**src/rtl/multi_lane_fifo_pkg.sv**
```systemverilog
// Shared defaults and pointer-width helper for the multi-lane FIFO.
package multi_lane_fifo_pkg;

  localparam int K_DWIDTH_DEF = 4;
  localparam int K_NLANE_DEF  = 4;
  localparam int K_DEPTH_DEF  = 8;

  // Pointer width: index bits plus one wrap bit to tell full from empty.
  function automatic int ptr_width(input int depth);
    return $clog2(depth) + 1;
  endfunction

endpackage

```
**src/rtl/ring_ptr.sv**
```systemverilog
// Ring pointer with wrap bit; index wraps K_DEPTH-1 -> 0 and toggles the wrap bit.
module ring_ptr
  import multi_lane_fifo_pkg::*;
#(
  parameter int K_DEPTH = K_DEPTH_DEF
) (
  input  logic                     i_clk,
  input  logic                     i_rst_n,
  input  logic                     i_clr,
  input  logic                     i_inc,
  output logic [$clog2(K_DEPTH):0] o_ptr
);

  localparam int PW = ptr_width(K_DEPTH);
  localparam int IW = PW - 1;

  logic [PW-1:0] ptr_q;
  logic [PW-1:0] ptr_d;

  // Next pointer: clear wins over increment; explicit wrap at the last index.
  always_comb begin
    ptr_d = ptr_q;
    if (i_clr) begin
      ptr_d = '0;
    end else if (i_inc) begin
      if (ptr_q[IW-1:0] == IW'(K_DEPTH - 1)) begin
        ptr_d = {~ptr_q[IW], {IW{1'b0}}};
      end else begin
        ptr_d = ptr_q + 1'b1;
      end
    end
  end

  // Pointer register.
  always_ff @(posedge i_clk or negedge i_rst_n) begin
    if (!i_rst_n) begin
      ptr_q <= '0;
    end else begin
      ptr_q <= ptr_d;
    end
  end

  assign o_ptr = ptr_q;

endmodule

```
**src/rtl/multi_lane_fifo.sv**
```systemverilog
// Multi-lane synchronous FIFO: per-lane valid masks, valid/ready on both
// sides, synchronous flush, registered occupancy and sticky write-stall flag.
module multi_lane_fifo
  import multi_lane_fifo_pkg::*;
#(
  parameter int K_DWIDTH = K_DWIDTH_DEF,
  parameter int K_NLANE  = K_NLANE_DEF,
  parameter int K_DEPTH  = K_DEPTH_DEF
) (
  input  logic                              i_clk,
  input  logic                              i_rst_n,
  input  logic                              i_flush,
  input  logic                              i_wr_valid,
  output logic                              o_wr_ready,
  input  logic [K_NLANE-1:0][K_DWIDTH-1:0]  i_wr_data,
  input  logic [K_NLANE-1:0]                i_wr_lane_en,
  output logic                              o_rd_valid,
  input  logic                              i_rd_ready,
  output logic [K_NLANE-1:0][K_DWIDTH-1:0]  o_rd_data,
  output logic [K_NLANE-1:0]                o_rd_lane_vld,
  output logic [$clog2(K_DEPTH):0]          o_count,
  output logic                              o_wr_stall
);

  localparam int PW = ptr_width(K_DEPTH);
  localparam int IW = PW - 1;

  typedef logic [K_DWIDTH-1:0] lane_t;
  typedef lane_t [K_NLANE-1:0] entry_t;

  entry_t             mem_q  [K_DEPTH];
  logic [K_NLANE-1:0] mask_q [K_DEPTH];

  logic [PW-1:0] wr_ptr;
  logic [PW-1:0] rd_ptr;
  logic [PW-1:0] count_q;
  logic [PW-1:0] count_d;
  logic          stall_q;
  logic          stall_d;
  logic          full;
  logic          empty;
  logic          wr_fire;
  logic          rd_fire;
  entry_t        wr_entry;

  assign full    = (wr_ptr[IW-1:0] == rd_ptr[IW-1:0]) && (wr_ptr[IW] != rd_ptr[IW]);
  assign empty   = (wr_ptr == rd_ptr);
  assign wr_fire = i_wr_valid & ~full  & ~i_flush;
  assign rd_fire = i_rd_ready & ~empty & ~i_flush;

  ring_ptr #(.K_DEPTH(K_DEPTH)) u_wr_ptr (
    .i_clk   (i_clk),
    .i_rst_n (i_rst_n),
    .i_clr   (i_flush),
    .i_inc   (wr_fire),
    .o_ptr   (wr_ptr)
  );

  ring_ptr #(.K_DEPTH(K_DEPTH)) u_rd_ptr (
    .i_clk   (i_clk),
    .i_rst_n (i_rst_n),
    .i_clr   (i_flush),
    .i_inc   (rd_fire),
    .o_ptr   (rd_ptr)
  );

  // Disabled lanes are zeroed on the way in so the read side needs no masking.
  for (genvar gi = 0; gi < K_NLANE; gi++) begin : g_lane
    assign wr_entry[gi] = i_wr_lane_en[gi] ? i_wr_data[gi] : '0;
  end

  // Occupancy and sticky stall next-state; flush overrides everything.
  always_comb begin
    count_d = count_q;
    stall_d = stall_q | (i_wr_valid & full);
    if (i_flush) begin
      count_d = '0;
      stall_d = 1'b0;
    end else if (wr_fire && !rd_fire) begin
      count_d = count_q + 1'b1;
    end else if (rd_fire && !wr_fire) begin
      count_d = count_q - 1'b1;
    end
  end

  // Status registers.
  always_ff @(posedge i_clk or negedge i_rst_n) begin
    if (!i_rst_n) begin
      count_q <= '0;
      stall_q <= 1'b0;
    end else begin
      count_q <= count_d;
      stall_q <= stall_d;
    end
  end

  // Entry storage; flush leaves contents alone, reset clears them.
  always_ff @(posedge i_clk or negedge i_rst_n) begin
    if (!i_rst_n) begin
      for (int i = 0; i < K_DEPTH; i++) begin
        mem_q[i]  <= '0;
        mask_q[i] <= '0;
      end
    end else if (wr_fire) begin
      mem_q[wr_ptr[IW-1:0]]  <= wr_entry;
      mask_q[wr_ptr[IW-1:0]] <= i_wr_lane_en;
    end
  end

  assign o_wr_ready    = ~full;
  assign o_rd_valid    = ~empty;
  assign o_rd_data     = mem_q[rd_ptr[IW-1:0]];
  assign o_rd_lane_vld = mask_q[rd_ptr[IW-1:0]];
  assign o_count       = count_q;
  assign o_wr_stall    = stall_q;

endmodule

```
**config.mk**
```make
export PLATFORM = sky130hd
export DESIGN_NAME = multi_lane_fifo
export DESIGN_NICKNAME = d
export VERILOG_FILES = /design/src/rtl/multi_lane_fifo_pkg.sv /design/src/rtl/ring_ptr.sv /design/src/rtl/multi_lane_fifo.sv
export SDC_FILE = /design/constraint.sdc
export NUM_CORES = 1
export LEC_CHECK = 0
export BUFFER_PORTS_ARGS = -buffer_cell sky130_fd_sc_hd__buf_2
export CORE_MARGIN = 10
export CORE_UTILIZATION = 51
export DETAILED_ROUTE_END_ITERATION = 7
export PLACE_DENSITY_LB_ADDON = 0.3
export SYNTH_ARGS = -nofsm -noshare
export SYNTH_HDL_FRONTEND = slang
export SYNTH_HIERARCHICAL = 1
export SYNTH_SLANG_ARGS = --single-unit
export TNS_END_PERCENT = 100
```
**constraint.sdc**
```tcl
create_clock -name i_clk -period 3.25 [get_ports i_clk]
set_clock_uncertainty 0.05 [all_clocks]
set_input_delay 0.4875 -clock i_clk [delete_from_list [all_inputs] [get_ports i_clk]]
set_output_delay 0.4875 -clock i_clk [all_outputs]
set_load 0.01 [all_outputs]
```
Word-level counts from Yosys, hierarchy flattened
Index checks and enable logic that the tools add are counted.
Storage, ports and cells
  output and inout bits: 27
  flip-flop bits (word level): 173
Cells by class
  equal/unequal tests: 5
  bitwise logic cells: 13
  add/sub/neg operators: 4
  $lt $le $gt $ge: 3
  muxes and demuxes: 26
  reduce and logical (&&, ||, !) cells: 9
Operator list (count)
  128-bit bitwise mux: 1
  4-bit two-way mux: 16
  16-bit binary-select mux with 3-bit select: 1
  16-bit demux with 3-bit select: 1
  16-bit two-way mux: 3
  32-bit bitwise mux: 1
  4-bit by 1-bit adder with 4-bit output (second input constant): 3
  4-bit binary-select mux with 3-bit select: 1
  4-bit demux with 3-bit select: 1
  4-bit >= comparator (second input constant): 2
  3-bit inverter with 4-bit output: 2
  3-bit equality test (second input constant): 2
  1-bit bitwise AND: 5
  1-bit inverter: 5
  4-bit equality test: 1
  1-bit logical AND: 4
  4-bit by 1-bit < comparator with 1-bit output (second input constant): 1
  2-bit nonzero test: 2
  4-bit by 1-bit subtractor with 4-bit output (second input constant): 1
  3-bit equality test: 1
  3-bit nonzero test: 1
  1-bit logical NOT: 2
  1-bit two-way mux: 1
  1-bit != test: 1
  1-bit bitwise OR: 1

Depth between registers and ports, before layout
Gate-level depths: netlist of run 1.
  word-level depth: 10
  gate-level depth with buffers: 11
  mapped depth without buffers: 10

Modules after synthesis
The synthesis of run 1 kept the hierarchy.
By module, submodules not included
  multi_lane_fifo: sequential area each 4129.0 µm², area an instance 7614.8 µm², cells an instance 628, instances 1
  ring_ptr: sequential area each 100.1 µm², area an instance 210.2 µm², cells an instance 18, instances 2

Least setup slack after synthesis of run 1
Ideal clock, no wire load.
  path type: register to register
  start: reg u_wr_ptr.ptr_q[1] (netlist: u_wr_ptr/o_ptr[1])
  end: reg count_q[3] (netlist: o_count[3])
  stages on the path, launching flop included: 12
  arrival time: 2.587 ns
  data required time: 3.072 ns
  path buffers: 1
  clock period less this slack: 2.765 ns
  setup time: 0.128 ns
  path slack: 0.485 ns
  cells stage by stage: dfrtp_1 -> buf_6 -> xnor2_1 -> and3_1 -> mux2i_1 -> nand2_1 -> ha_1 -> a21o_1 -> a21oi_1 -> nor2b_1 -> a32oi_1 -> mux2_1
Between the ends
  cells in the longest elaborated chain, start to end: 8
  elaborated cells between the ends (all ways): 16
  classes of those cells: eq/ne (2); mux (2); bitwise (6); reduce/logical (6)
Ends and longest elaborated chain
  start, declared: line ring_ptr.sv:17  | logic [PW-1:0] ptr_q;
  start signal, assigned: line ring_ptr.sv:39  | ptr_q <= ptr_d;
  4-bit equality test or 3-bit equality test (tied branches): line multi_lane_fifo.sv:47, multi_lane_fifo.sv:46
  1-bit inverter or 1-bit logical AND (tied branches): line multi_lane_fifo.sv:49, multi_lane_fifo.sv:46
  1-bit bitwise AND or 1-bit inverter (tied branches): line multi_lane_fifo.sv:49, multi_lane_fifo.sv:48
  1-bit bitwise AND (on tied branches): line multi_lane_fifo.sv:49, multi_lane_fifo.sv:48
  1-bit logical NOT or 1-bit bitwise AND (tied branches): line multi_lane_fifo.sv:79, multi_lane_fifo.sv:48
  1-bit logical AND or 1-bit logical NOT (tied branches): line multi_lane_fifo.sv:79, multi_lane_fifo.sv:81
  4-bit two-way mux or 1-bit logical AND (tied branches): line multi_lane_fifo.sv:79, multi_lane_fifo.sv:81
  4-bit two-way mux or 3-bit nonzero test (tied branches)
  end signal, assigned: line multi_lane_fifo.sv:92  | count_q <= count_d;
  end, declared: line multi_lane_fifo.sv:36  | logic [PW-1:0] count_q;
Several ways; a longest one is shown, not always the timed one.
A chain may end at the register's enable or synchronous reset.

==> results of run 1 <==
## registers in the layout, summed over array words and instances (netlist names)
name / count
mem_q: 128
mask_q: 32
o_count: 4
u_rd_ptr/o_ptr: 4
u_wr_ptr/o_ptr: 4
o_wr_stall: 1
## worst min path at each step
stage | start | to | slack (ps) | cells past startpoint
after detailed placement | mem_q[0] | mem_q[0] | 410 | 2
after CTS | i_rst_n | u_rd_ptr/o_ptr[2] | 70 | 1
after global routing | i_rst_n | o_count[3] | 100 | 1
after floorplan | i_rst_n | mask_q[0] | 140 | 0
after global placement | mem_q[1] | mem_q[1] | 410 | 2
final | i_rst_n | u_wr_ptr/o_ptr[3] | 30 | 1
## cell usage after synthesis, drive strengths merged (6+ instances only)
library cell | instances | share of area
mux4 | 40 | 0.11
mux2i | 6 | 0.0075
a21oi | 6 | 0.0037
o21ai | 131 | 0.090
xnor2 | 6 | 0.0084
dfrtp | 173 | 0.54
nor2 | 11 | 0.0051
inv | 6 | 0.0028
buf | 30 | 0.024
nand2 | 150 | 0.071
ha | 6 | 0.0093
mux2 | 53 | 0.074
clkbuf | 15 | 0.0073
## layer usage
| layer | part of all wire | up-vias | wire length, um |
|---|---|---|---|
| met3 | 0.042 | 25 | 731 |
| met5 | 0 | - | 0 |
| met4 | 0.016 | 0 | 282 |
| li1 | - | 2426 | - |
| met1 | 0.45 | 2666 | 7810 |
| met2 | 0.50 | 149 | 8660 |
## power by group
part	internal [mW]	total (mW)	switching [mW]
Clock	1.27	2.09	0.820
Combinational	0.270	0.579	0.309
Sequential	2.30	2.38	0.0804
## layout make-up
type / count / area (um^2)
Multi-Input combinational cell: 440 / 3430
Timing Repair Buffer: 64 / 388
Fill cell: 1241 / 6270
Clock inverter: 10 / 136
Sequential cell: 173 / 4330
Clock buffer: 22 / 474
Tap cell: 211 / 264
Inverter: 6 / 22.5
## logic make-up after synthesis
family / after synthesis / synth area share
DFF: 173 / 0.539
AOI/OAI and AO/OA: 146 / 0.108
muxes: 99 / 0.194
adders and majority gates: 7 / 0.0118
buffers and inverters: 51 / 0.0346
and+or+nand+nor: 181 / 0.104
xor gates and xnor gates: 7 / 0.00950
## metrics by stage
stage	total power [mW]	cell area, um^2	hold WS (ps)	worst slack, ps	utilization
floorplan	2.78	8040	142	485	-
global placement	2.97	8430	405	456	0.550
detailed placement	3.01	8430	412	368	0.550
CTS	5.10	9040	70.8	63.2	0.590
global route	5.27	9040	101	146	0.591
finish	5.05	9040	26.3	309	0.591
==> Flow_metrics.wiki, run 1 <==
{| class="wikitable"
! Metric !! Value
|-
| Outcome || finished clean
|-
| Drt first pass iters || 5
|-
| Vert. Die Dim || around 150 um
|-
| Total of cells resized after clock tree synthesis || 0
|-
| MaxCap Viol Count || 0
|-
| H-tree depth || 4
|-
| Final Wtd Congestion || around 0.73
|-
| Aggregate negative setup slack || 0 ps
|-
| Asr flop ratio synth || 1.00
|-
| CTS tree || built
|-
| Top_reg_cell synth || sky130_fd_sc_hd__dfrtp_1
|-
| Number of clock sinks seen by CTS || between 150 and 200
|-
| IR Drop Worst-Case VDD || a little over 0.0004 V
|-
| Startpoint of the worst setup timing path || u_rd_ptr/o_ptr[0]
|-
| Fin nets || 734
|-
| Number of placement rows || 45
|-
| Leakage power || ~4.1 nW
|-
| # setup viols final || 0
|-
| Global Route met3 Usage || 0.0338
|-
| Overall die area || 0.0212 mm^2
|-
| Worst-path maximum fanout || between 40 and 50
|-
| Met1 routing resource usage after global routing || 0.221
|-
| Slew Viols, Final || 0
|-
| DR DRC count || 0
|-
| Crit path buffers/inverters || 2
|-
| Number of diodes added for antenna fixing || 0
|-
| Final cell count without fillers || approximately 930
|-
| Count of different cell masters after synthesis || 44
|-
| R2r worst-path depth || 10
|-
| DP HPWL || roughly 11,000 um
|-
| Crit share post-route || 0.905
|-
| IO Pins || 52
|-
| Clock edge transition at the registers on the reported setup and hold paths || 60 ps
|-
| Path length in cells of the critical path || 4
|-
| Sequential-to-total area share from yosys stat || 0.539
|-
| Post-route minimum period || roughly 2900 ps
|-
| Launch instance of the worst register-to-register path || u_rd_ptr/o_ptr[1]
|-
| Commonest cells after routing, fill and taps aside || 171 x sky130_fd_sc_hd__dfrtp_1, 148 x sky130_fd_sc_hd__nand2_1, 64 x sky130_fd_sc_hd__o21ai_0
|-
| Syn nets || about 700
|-
| Type of the worst min-delay path || primary input to asynchronous set/reset pin
|-
| Wire length per cell || 18.9 um
|-
| Antenna-violating nets left || 0
|-
| Maximum number of buffers from clock root to sink || 2
|-
| Starting Density || 0.525
|-
| Buffer cell driving the clock tree root || sky130_fd_sc_hd__clkbuf_16
|-
| Worst path cell trace || buf_6 > mux4_2 > mux2_2 > buf_2
|-
| CP required || 2710 ps
|-
| Launching element type of the critical path || flip-flop
|-
| Critical path capture point || o_rd_data[1]
|-
| Tightest Pin Transition || 760 ps
|-
| Layout overhead on the synthesized area || 12.6%
|-
| GRT Resource Usage Total || 0.171
|-
| Post-synthesis instance area || about 0.008 mm^2
|-
| Setup repair after global routing missed its margin || no
|-
| Headroom to the max-slew limit || 0.494
|-
| Number of enable flip-flop cells after synthesis || 0
|-
| Total core area || about 0.015 mm^2
|-
| Skew-Pair Late Insertion Delay || 420 ps
|-
| Hold buffers post-CTS || 0
|-
| Number of post-CTS setup repair buffers || 0
|-
| Placed cells || 894
|-
| Number of register bits inferred by synthesis || about 170
|-
| Cell family with most CP delay || multiplexers
|-
| Share of layout cells above drive strength 1 || 0.303
|-
| Max Clock Freq || roughly 340 MHz
|-
| Number of antenna violations at the first check in global routing || 0
|-
| Met2 Usage GRT || 0.281
|-
| Busiest layer in global routing || met2
|-
| Ratio of routed vias to standard cells || 5.69
|-
| Leading cell type in the layout, fill and taps excluded || sky130_fd_sc_hd__dfrtp_1
|-
| Crit. End Element || primary output
|-
| Number of buffers created by CTS || 17
|-
| Number of hold-slack violations in the final timing report || 0
|-
| Iteration-0 DRC Markers || between 300 and 400
|-
| Gate Count Post-Synth || between 600 and 700
|-
| Die X || around 150 um
|-
| Pin count of the biggest net entering global routing || 80
|-
| Arrival time of data at the critical path endpoint || 2400 ps
|-
| Aggregate global routing overflow || 0
|-
| Delay contributed by the slowest stage of the critical path || 600 ps
|-
| Category of the critical setup timing path || flip-flop to primary output
|-
| Total Wirelength || 17,500 um
|-
| Pwr Density || ~560 mW/mm^2
|-
| Wire length of the first global-routing pass || 29,400 um
|-
| Reg-to-reg critical path endpoint || o_count[3]
|-
| Vias after detailed routing || 5,266
|-
| # port buffers || 51
|-
| Count of synthesis-stage warnings from yosys || 6
|-
| CP max stage cell || sky130_fd_sc_hd__mux4_2
|-
| Average cell area after synthesis || roughly 12 um^2
|-
| Reg2reg setup slack || 370 ps
|-
| Number of global-route vias before repair || 5,581
|}
No activity file was read; power rests on OpenSTA's default activity.
==> inputs of run 2 (changes only) <==
--- a/config.mk
+++ b/config.mk
@@ -9,9 +9,8 @@
 export CORE_MARGIN = 10
 export CORE_UTILIZATION = 51
 export DETAILED_ROUTE_END_ITERATION = 7
-export PLACE_DENSITY_LB_ADDON = 0.3
+export PLACE_DENSITY = 0.69
 export SYNTH_ARGS = -nofsm -noshare
 export SYNTH_HDL_FRONTEND = slang
-export SYNTH_HIERARCHICAL = 1
 export SYNTH_SLANG_ARGS = --single-unit
 export TNS_END_PERCENT = 100
==> Flow_metrics.wiki, run 2 <==
{| class="wikitable"
! Metric !! Value
|-
| Outcome || finished clean
|-
| Post-synthesis instance area || slightly above 0.008 mm^2
|-
| Leading cell type in the layout, fill and taps excluded || sky130_fd_sc_hd__dfrtp_1
|-
| Filler instances || 1,267
|-
| Total core area || between 0.015 and 0.02 mm^2
|-
| Count of synthesis-stage warnings from yosys || 0
|-
| IO Pins || 52
|-
| Number of global-route vias before repair || about 5,600
|-
| Compound-Gate Fraction of Synth Area || 0.0647
|-
| CTS tree || built
|-
| Fin nets || around 700
|-
| Slew Viols, Final || 0
|-
| Delay contributed by the slowest stage of the critical path || around 600 ps
|-
| Busiest layer in global routing || met2
|-
| CP required || 2710 ps
|-
| Top Registers || mem_q x128, mask_q x32
|-
| Number of antenna violations at the first check in global routing || 0
|-
| Category of the critical setup timing path || flip-flop to primary output
|-
| Crit share post-route || 0.922
|-
| Total of cells resized after clock tree synthesis || 1
|-
| Wire length per cell || between 15 and 20 um
|-
| Iteration-0 DRC Markers || roughly 380
|-
| Top-count cell post-synth || sky130_fd_sc_hd__dfrtp_1
|-
| Launching element type of the critical path || flip-flop
|-
| Number of diodes added for antenna fixing || 0
|-
| DP HPWL || around 12,000 um
|-
| Vias after detailed routing || a little over 5,000
|-
| Pin count of the biggest net entering global routing || between 60 and 70
|-
| CP max stage cell || sky130_fd_sc_hd__mux4_2
|-
| Type of the worst min-delay path || primary input to asynchronous set/reset pin
|-
| Share of synthesized cell area in and, or, nand and nor gates || 0.0814
|-
| Crit. End Element || primary output
|-
| Final Wtd Congestion || between 0.8 and 0.9
|-
| Placed cells || just under 900
|-
| Number of register bits inferred by synthesis || roughly 170
|-
| Crit path buffers/inverters || 2
|-
| Total Wirelength || roughly 18,000 um
|-
| Skew-Pair Late Insertion Delay || 420 ps
|-
| Wire length of the first global-routing pass || just under 30,000 um
|-
| Top_reg_cell synth || sky130_fd_sc_hd__dfrtp_1
|-
| Post-synth top area cell || sky130_fd_sc_hd__dfrtp_1
|-
| Worst path cell trace || buf_6 > mux4_2 > mux2_2 > buf_2
|-
| Setup repair after global routing missed its margin || no
|-
| Aggregate negative setup slack || 0 ps
|-
| Ratio of routed vias to standard cells || around 5.6
|-
| Met1 routing resource usage after global routing || 0.221
|-
| Asr flop ratio synth || 1.00
|-
| Die X || approximately 150 um
|-
| Path length in cells of the critical path || 4
|-
| Post-detailed-placement cell area || between 0.008 and 0.009 mm^2
|-
| Cell family with most CP delay || multiplexers
|-
| Gate Count Post-Synth || around 630
|-
| Ranking of synthesized cells by instance count || 173 x sky130_fd_sc_hd__dfrtp_1, 86 x sky130_fd_sc_hd__nand2_1, 81 x sky130_fd_sc_hd__mux2_2
|-
| Starting Density || 0.518
|-
| Pwr Density || roughly 570 mW/mm^2
|-
| Number of clock sinks seen by CTS || ~170
|-
| Vert. Die Dim || about 150 um
|-
| Aggregate global routing overflow || 0
|-
| Number of buffers created by CTS || 17
|-
| Number of enable flip-flop cells after synthesis || 0
|-
| Met2 Usage GRT || 0.286
|-
| Drt first pass iters || 4
|-
| DR DRC count || 0
|-
| Reg2reg setup slack || 260 ps
|-
| Sequential-to-total area share from yosys stat || 0.528
|-
| R2r worst-path depth || 6
|-
| Share of layout cells above drive strength 1 || 0.343
|-
| Commonest cells after routing, fill and taps aside || 171 x sky130_fd_sc_hd__dfrtp_1, 86 x sky130_fd_sc_hd__nand2_1, 81 x sky130_fd_sc_hd__mux2_2
|-
| Clock edge transition at the registers on the reported setup and hold paths || approximately 60 ps
|-
| Launch instance of the worst register-to-register path || u_rd_ptr.o_ptr[3]
|-
| Final cell count without fillers || 901
|-
| Synth top area share || 0.528
|-
| Register containing the most flip-flops in the final layout || mem_q
|-
| Adder and majority gate portion of the synthesized area || 0.0116
|-
| H-tree depth || 4
|-
| Largest family of logic cells by synthesized area || multiplexers
|-
| Worst-path maximum fanout || 44
|-
| Tightest Pin Transition || 942 ps
|-
| Number of placement rows || 46
|-
| IR Drop Worst-Case VDD || ~0.00035 V
|-
| Leakage power || 4.24 nW
|-
| Arrival time of data at the critical path endpoint || 2460 ps
|-
| Maximum number of buffers from clock root to sink || 2
|-
| Proportion of synthesized area in mux cells || 0.271
|-
| Flip-flop count of the largest register after layout || about 130
|-
| GRT Resource Usage Total || 0.173
|-
| Fin util || 0.587
|-
| Number of hold-slack violations in the final timing report || 0
|-
| Buffer cell driving the clock tree root || sky130_fd_sc_hd__clkbuf_16
|-
| Count of different cell masters after synthesis || 45
|-
| Total power || roughly 5.3 mW
|-
| Hold buffers post-CTS || 0
|-
| Layout overhead on the synthesized area || 13.3%
|-
| # setup viols final || 0
|-
| Average cell area after synthesis || about 13 um^2
|-
| # port buffers || 51
|-
| Non-Filler Cell Area, Final || 0.00929 mm^2
|-
| Syn nets || 660
|-
| Post-route minimum period || ~3000 ps
|-
| Synthesized-area fraction occupied by xor and xnor cells || 0.0151
|-
| Max Clock Freq || 334 MHz
|-
| Headroom to the max-slew limit || 0.372
|-
| Number of post-CTS setup repair buffers || 0
|-
| Antenna-violating nets left || 0
|-
| Global Route met3 Usage || 0.0326
|-
| Reg-to-reg critical path endpoint || mem_q[71]
|-
| Synth top area cells || sky130_fd_sc_hd__dfrtp_1 53%, sky130_fd_sc_hd__mux2_2 11%, sky130_fd_sc_hd__mux4_2 11%, sky130_fd_sc_hd__mux2_1 4.8%, sky130_fd_sc_hd__o21ai_0 4.3%
|-
| Overall die area || approximately 0.022 mm^2
|-
| MaxCap Viol Count || 0
|}
## run 2: cell count changes in the layout (fill, tap and decap cells not counted), moves of 5 or more
cell,previous run,this run
sky130_fd_sc_hd__o21ai_2,18,0
sky130_fd_sc_hd__o21ai_0,64,70
sky130_fd_sc_hd__o21ai_1,49,0
sky130_fd_sc_hd__mux2_2,45,81
sky130_fd_sc_hd__mux2i_1,6,1
sky130_fd_sc_hd__and2_1,0,17
sky130_fd_sc_hd__mux2_1,8,35
sky130_fd_sc_hd__nand2_1,148,86
## run 2: area by class of cell
cell class                 count  area (um^2)  area share
clock inverter                 9         62.6     0.00674
clock buffer                  23          488      0.0526
sequential                   173         4330       0.467
tap                          216          270      0.0291
inverter                       6         22.5     0.00243
multi-input combinational    406         3650       0.394
timing repair buffer          68          455      0.0490
## run 2: worst reg2reg max path, cell delays in order (launching register included)
cell,delay (ps)
sky130_fd_sc_hd__dfrtp_1,440
sky130_fd_sc_hd__xnor2_1,410
sky130_fd_sc_hd__nor4_2,180
sky130_fd_sc_hd__or3_4,420
sky130_fd_sc_hd__nor2_2,740
sky130_fd_sc_hd__buf_4,310
sky130_fd_sc_hd__mux2_2,340
## run 2: kinds of logic after synthesis
logic type / count (synthesis)
buffers and inverters: 49
AND/OR/NAND/NOR: 140
XOR/XNOR: 9
adder cells (fa/ha/maj): 7
AO/OA/AOI/OAI: 93
multiplexers: 157
flip-flops: 173
## run 2: routing by layer
metal	wire, um	share of wire
met2	9010	0.50
met1	8030	0.45
met4	316	0.018
met3	558	0.031
met5	0	0
## run 2: worst max path at each step
stage                            from            to  slack (ps)
floorplan           u_wr_ptr.o_ptr[2]    o_count[3]         510
global placement              i_flush     mem_q[71]         420
detailed placement  u_rd_ptr.o_ptr[3]     mem_q[71]         250
CTS                 u_rd_ptr.o_ptr[0]  o_rd_data[9]         200
global route        u_rd_ptr.o_ptr[0]  o_rd_data[9]         100
finish              u_rd_ptr.o_ptr[0]  o_rd_data[9]         250
## run 2: report_power, final
group / total (mW) / internal (mW) / switching, mW
combinational: 0.924 / 0.480 / 0.444
clock: 1.87 / 1.06 / 0.811
sequential: 2.50 / 2.38 / 0.124
total: 5.30 / 3.92 / 1.38
## run 2: stage by stage
step           hold slack [ps]  setup WS [ps]
2_1_floorplan              142            510
3_3_place_gp               406            420
3_5_place_dp               415            246
4_1_cts                   45.2            201
5_1_grt                   53.8            101
6_report                  32.1            253
==> inputs of run 3 (changes only) <==
--- a/config.mk
+++ b/config.mk
@@ -7,9 +7,9 @@
 export LEC_CHECK = 0
 export BUFFER_PORTS_ARGS = -buffer_cell sky130_fd_sc_hd__buf_2
 export CORE_MARGIN = 10
-export CORE_UTILIZATION = 51
+export CORE_UTILIZATION = 55
 export DETAILED_ROUTE_END_ITERATION = 7
-export PLACE_DENSITY = 0.69
+export PLACE_DENSITY = 0.73
 export SYNTH_ARGS = -nofsm -noshare
 export SYNTH_HDL_FRONTEND = slang
 export SYNTH_SLANG_ARGS = --single-unit
==> Flow_metrics.wiki, run 3 (same netlist as run 2, synthesis figures left out) <==
{| class="wikitable"
! Metric !! Value
|-
| Number of diodes added for antenna fixing || 0
|-
| R2r worst-path depth || 9
|-
| Drt first pass iters || 4
|-
| Vias after detailed routing || ~5,300
|-
| Aggregate global routing overflow || 0
|-
| Layout overhead on the synthesized area || 13.8%
|-
| Wire length of the first global-routing pass || a little over 30,000 um
|-
| Post-detailed-placement cell area || between 0.008 and 0.009 mm^2
|-
| Final Wtd Congestion || roughly 0.80
|-
| Hold buffers post-CTS || 0
|-
| Crit. End Element || primary output
|-
| Max Clock Freq || between 300 and 400 MHz
|-
| Reg2reg setup slack || 360 ps
|-
| Share of layout cells above drive strength 1 || 0.355
|-
| Post-route minimum period || 2950 ps
|-
| Fin nets || 715
|-
| Flip-flop count of the largest register after layout || between 100 and 150
|-
| Launching element type of the critical path || flip-flop
|-
| Worst path cell trace || buf_6 > mux4_2 > mux2_2 > buf_2
|-
| Commonest cells after routing, fill and taps aside || 171 x sky130_fd_sc_hd__dfrtp_1, 86 x sky130_fd_sc_hd__nand2_1, 81 x sky130_fd_sc_hd__mux2_2
|-
| GRT Resource Usage Total || 0.194
|-
| H-tree depth || 4
|-
| Proportion of power drawn by flip-flops and latches || 0.455
|-
| Wire length per cell || approximately 21 um
|-
| Ratio of routed vias to standard cells || between 6 and 7
|-
| Switching Fraction || 0.257
|-
| Reg-to-reg critical path endpoint || o_count[3]
|-
| Critical path capture point || o_rd_data[8]
|-
| IO Pins || between 50 and 60
|-
| Path length in cells of the critical path || 4
|-
| Combinational share of power || 0.168
|-
| Vert. Die Dim || between 100 and 150 um
|-
| Number of buffers created by CTS || 17
|-
| Antenna-violating nets left || 0
|-
| CP required || between 2000 and 3000 ps
|-
| DP HPWL || roughly 12,000 um
|-
| Pin count of the biggest net entering global routing || roughly 100
|-
| Register containing the most flip-flops in the final layout || mem_q
|-
| Category of the critical setup timing path || flip-flop to primary output
|-
| Filler instances || 1,043
|-
| Overall die area || slightly above 0.02 mm^2
|-
| Iteration-0 DRC Markers || 361
|-
| Starting Density || 0.562
|-
| DR DRC count || 0
|-
| Share of total power in the clock network || 0.377
|-
| Number of antenna violations at the first check in global routing || 0
|-
| Pre-CTS WS || 376 ps
|-
| Number of hold-slack violations in the final timing report || 0
|-
| Number of post-CTS setup repair buffers || 0
|-
| # setup viols final || 0
|-
| Outcome || finished clean
|-
| Crit share post-route || 0.907
|-
| Tightest Pin Transition || approximately 910 ps
|-
| Buffer cell driving the clock tree root || sky130_fd_sc_hd__clkbuf_16
|-
| Headroom to the max-slew limit || 0.396
|-
| Worst-path maximum fanout || 36
|-
| Type of the worst min-delay path || primary input to asynchronous set/reset pin
|-
| Leading cell type in the layout, fill and taps excluded || sky130_fd_sc_hd__dfrtp_1
|-
| # port buffers || 51
|-
| Slew Viols, Final || 0
|-
| Leakage power || approximately 4.3 nW
|-
| Maximum number of buffers from clock root to sink || 2
|-
| Arrival time of data at the critical path endpoint || about 2400 ps
|-
| Final cell count without fillers || 880
|-
| Area occupied by multi-input gates || 0.00365 mm^2
|-
| Top Registers || mem_q x128, mask_q x32
|-
| Pwr Density || between 500 and 600 mW/mm^2
|-
| Die X || about 140 um
|-
| CTS tree || built
|-
| Final worst slack || roughly 300 ps
|-
| Setup repair after global routing missed its margin || no
|-
| Number of global-route vias before repair || about 5,800
|-
| Total Wirelength || about 19,000 um
|-
| Number of clock sinks seen by CTS || 173
|-
| MaxCap Viol Count || 0
|-
| IR Drop Worst-Case VDD || approximately 0.00037 V
|-
| Startpoint of the worst setup timing path || u_rd_ptr.o_ptr[0]
|-
| Switching Power || about 1.4 mW
|-
| Placed cells || ~850
|-
| Delay contributed by the slowest stage of the critical path || ~570 ps
|-
| Non-Filler Cell Area, Final || a little over 0.009 mm^2
|-
| Aggregate negative setup slack || 0 ps
|-
| CP max stage cell || sky130_fd_sc_hd__mux4_2
|-
| Clock edge transition at the registers on the reported setup and hold paths || around 70 ps
|-
| Number of placement rows || 44
|-
| Total core area || between 0.01 and 0.015 mm^2
|-
| Internal || approximately 4 mW
|-
| Sequential standard cell area || between 0.004 and 0.005 mm^2
|-
| Skew-Pair Late Insertion Delay || approximately 430 ps
|-
| Crit path buffers/inverters || 2
|-
| Cell family with most CP delay || multiplexers
|-
| Launch instance of the worst register-to-register path || u_wr_ptr.o_ptr[2]
|-
| Total power || between 5 and 6 mW
|}
## run 3: cell count changes in the layout (fill, tap and decap cells not counted), sizes merged
| cell | before | now |
|---|---|---|
| clkinv | 8 | 6 |
| bufinv | 0 | 3 |
| inv | 6 | 7 |
| buf | 68 | 79 |
| clkinvlp | 1 | 3 |
| clkbuf | 23 | 19 |
## run 3: final cells by class
class                   count  share of cell area
repair buffers             79              0.0510
flip-flops and latches    173               0.465
multi-input cells         406               0.392
well taps                 184              0.0247
inverters                   6             0.00242
clock buffers              19              0.0475
clock inverters            13              0.0178
## run 3: worst min path at each step
stage | start | end | slack [ps] | cells after the start
after floorplan | i_rst_n | mask_q[0] | 140 | 0
after global placement | mem_q[55] | mem_q[55] | 410 | 2
after detailed placement | mem_q[28] | mem_q[28] | 420 | 2
after CTS | i_rst_n | o_count[1] | 160 | 1
after global routing | i_rst_n | mem_q[84] | 190 | 1
final | i_rst_n | mem_q[84] | 100 | 1
## run 3: per-stage QoR
stage	util	hold WS (ps)
3_5_place_dp	0.597	419
6_report	0.639	98.6
4_1_cts	0.639	160
2_1_floorplan	-	142
5_1_grt	0.639	192
3_3_place_gp	0.597	406
## run 3: timing repair
| item | 4_1_cts | 5_1_grt |
|---|---|---|
| gates resized for setup | 0 | 1 |
| endpoints found under the hold margin | 0 | 0 |
| endpoints found under the setup margin | 0 | 1 |
## run 3: power by group through the flow
stage / Clock (mW) / Sequential [mW] / Combinational (mW)
2_1_floorplan: 0 / 2.50 / 0.645
3_3_place_gp: 0 / 2.53 / 0.908
3_5_place_dp: 0 / 2.55 / 0.939
4_1_cts: 2.12 / 2.51 / 0.947
5_1_grt: 2.20 / 2.54 / 1.03
6_report: 2.08 / 2.51 / 0.925
## run 3: per-layer routing
metal  share of wire  global-route usage
met3           0.052              0.0370
met4           0.019              0.0737
met5               0                   0
met1            0.43               0.252
met2            0.50               0.315
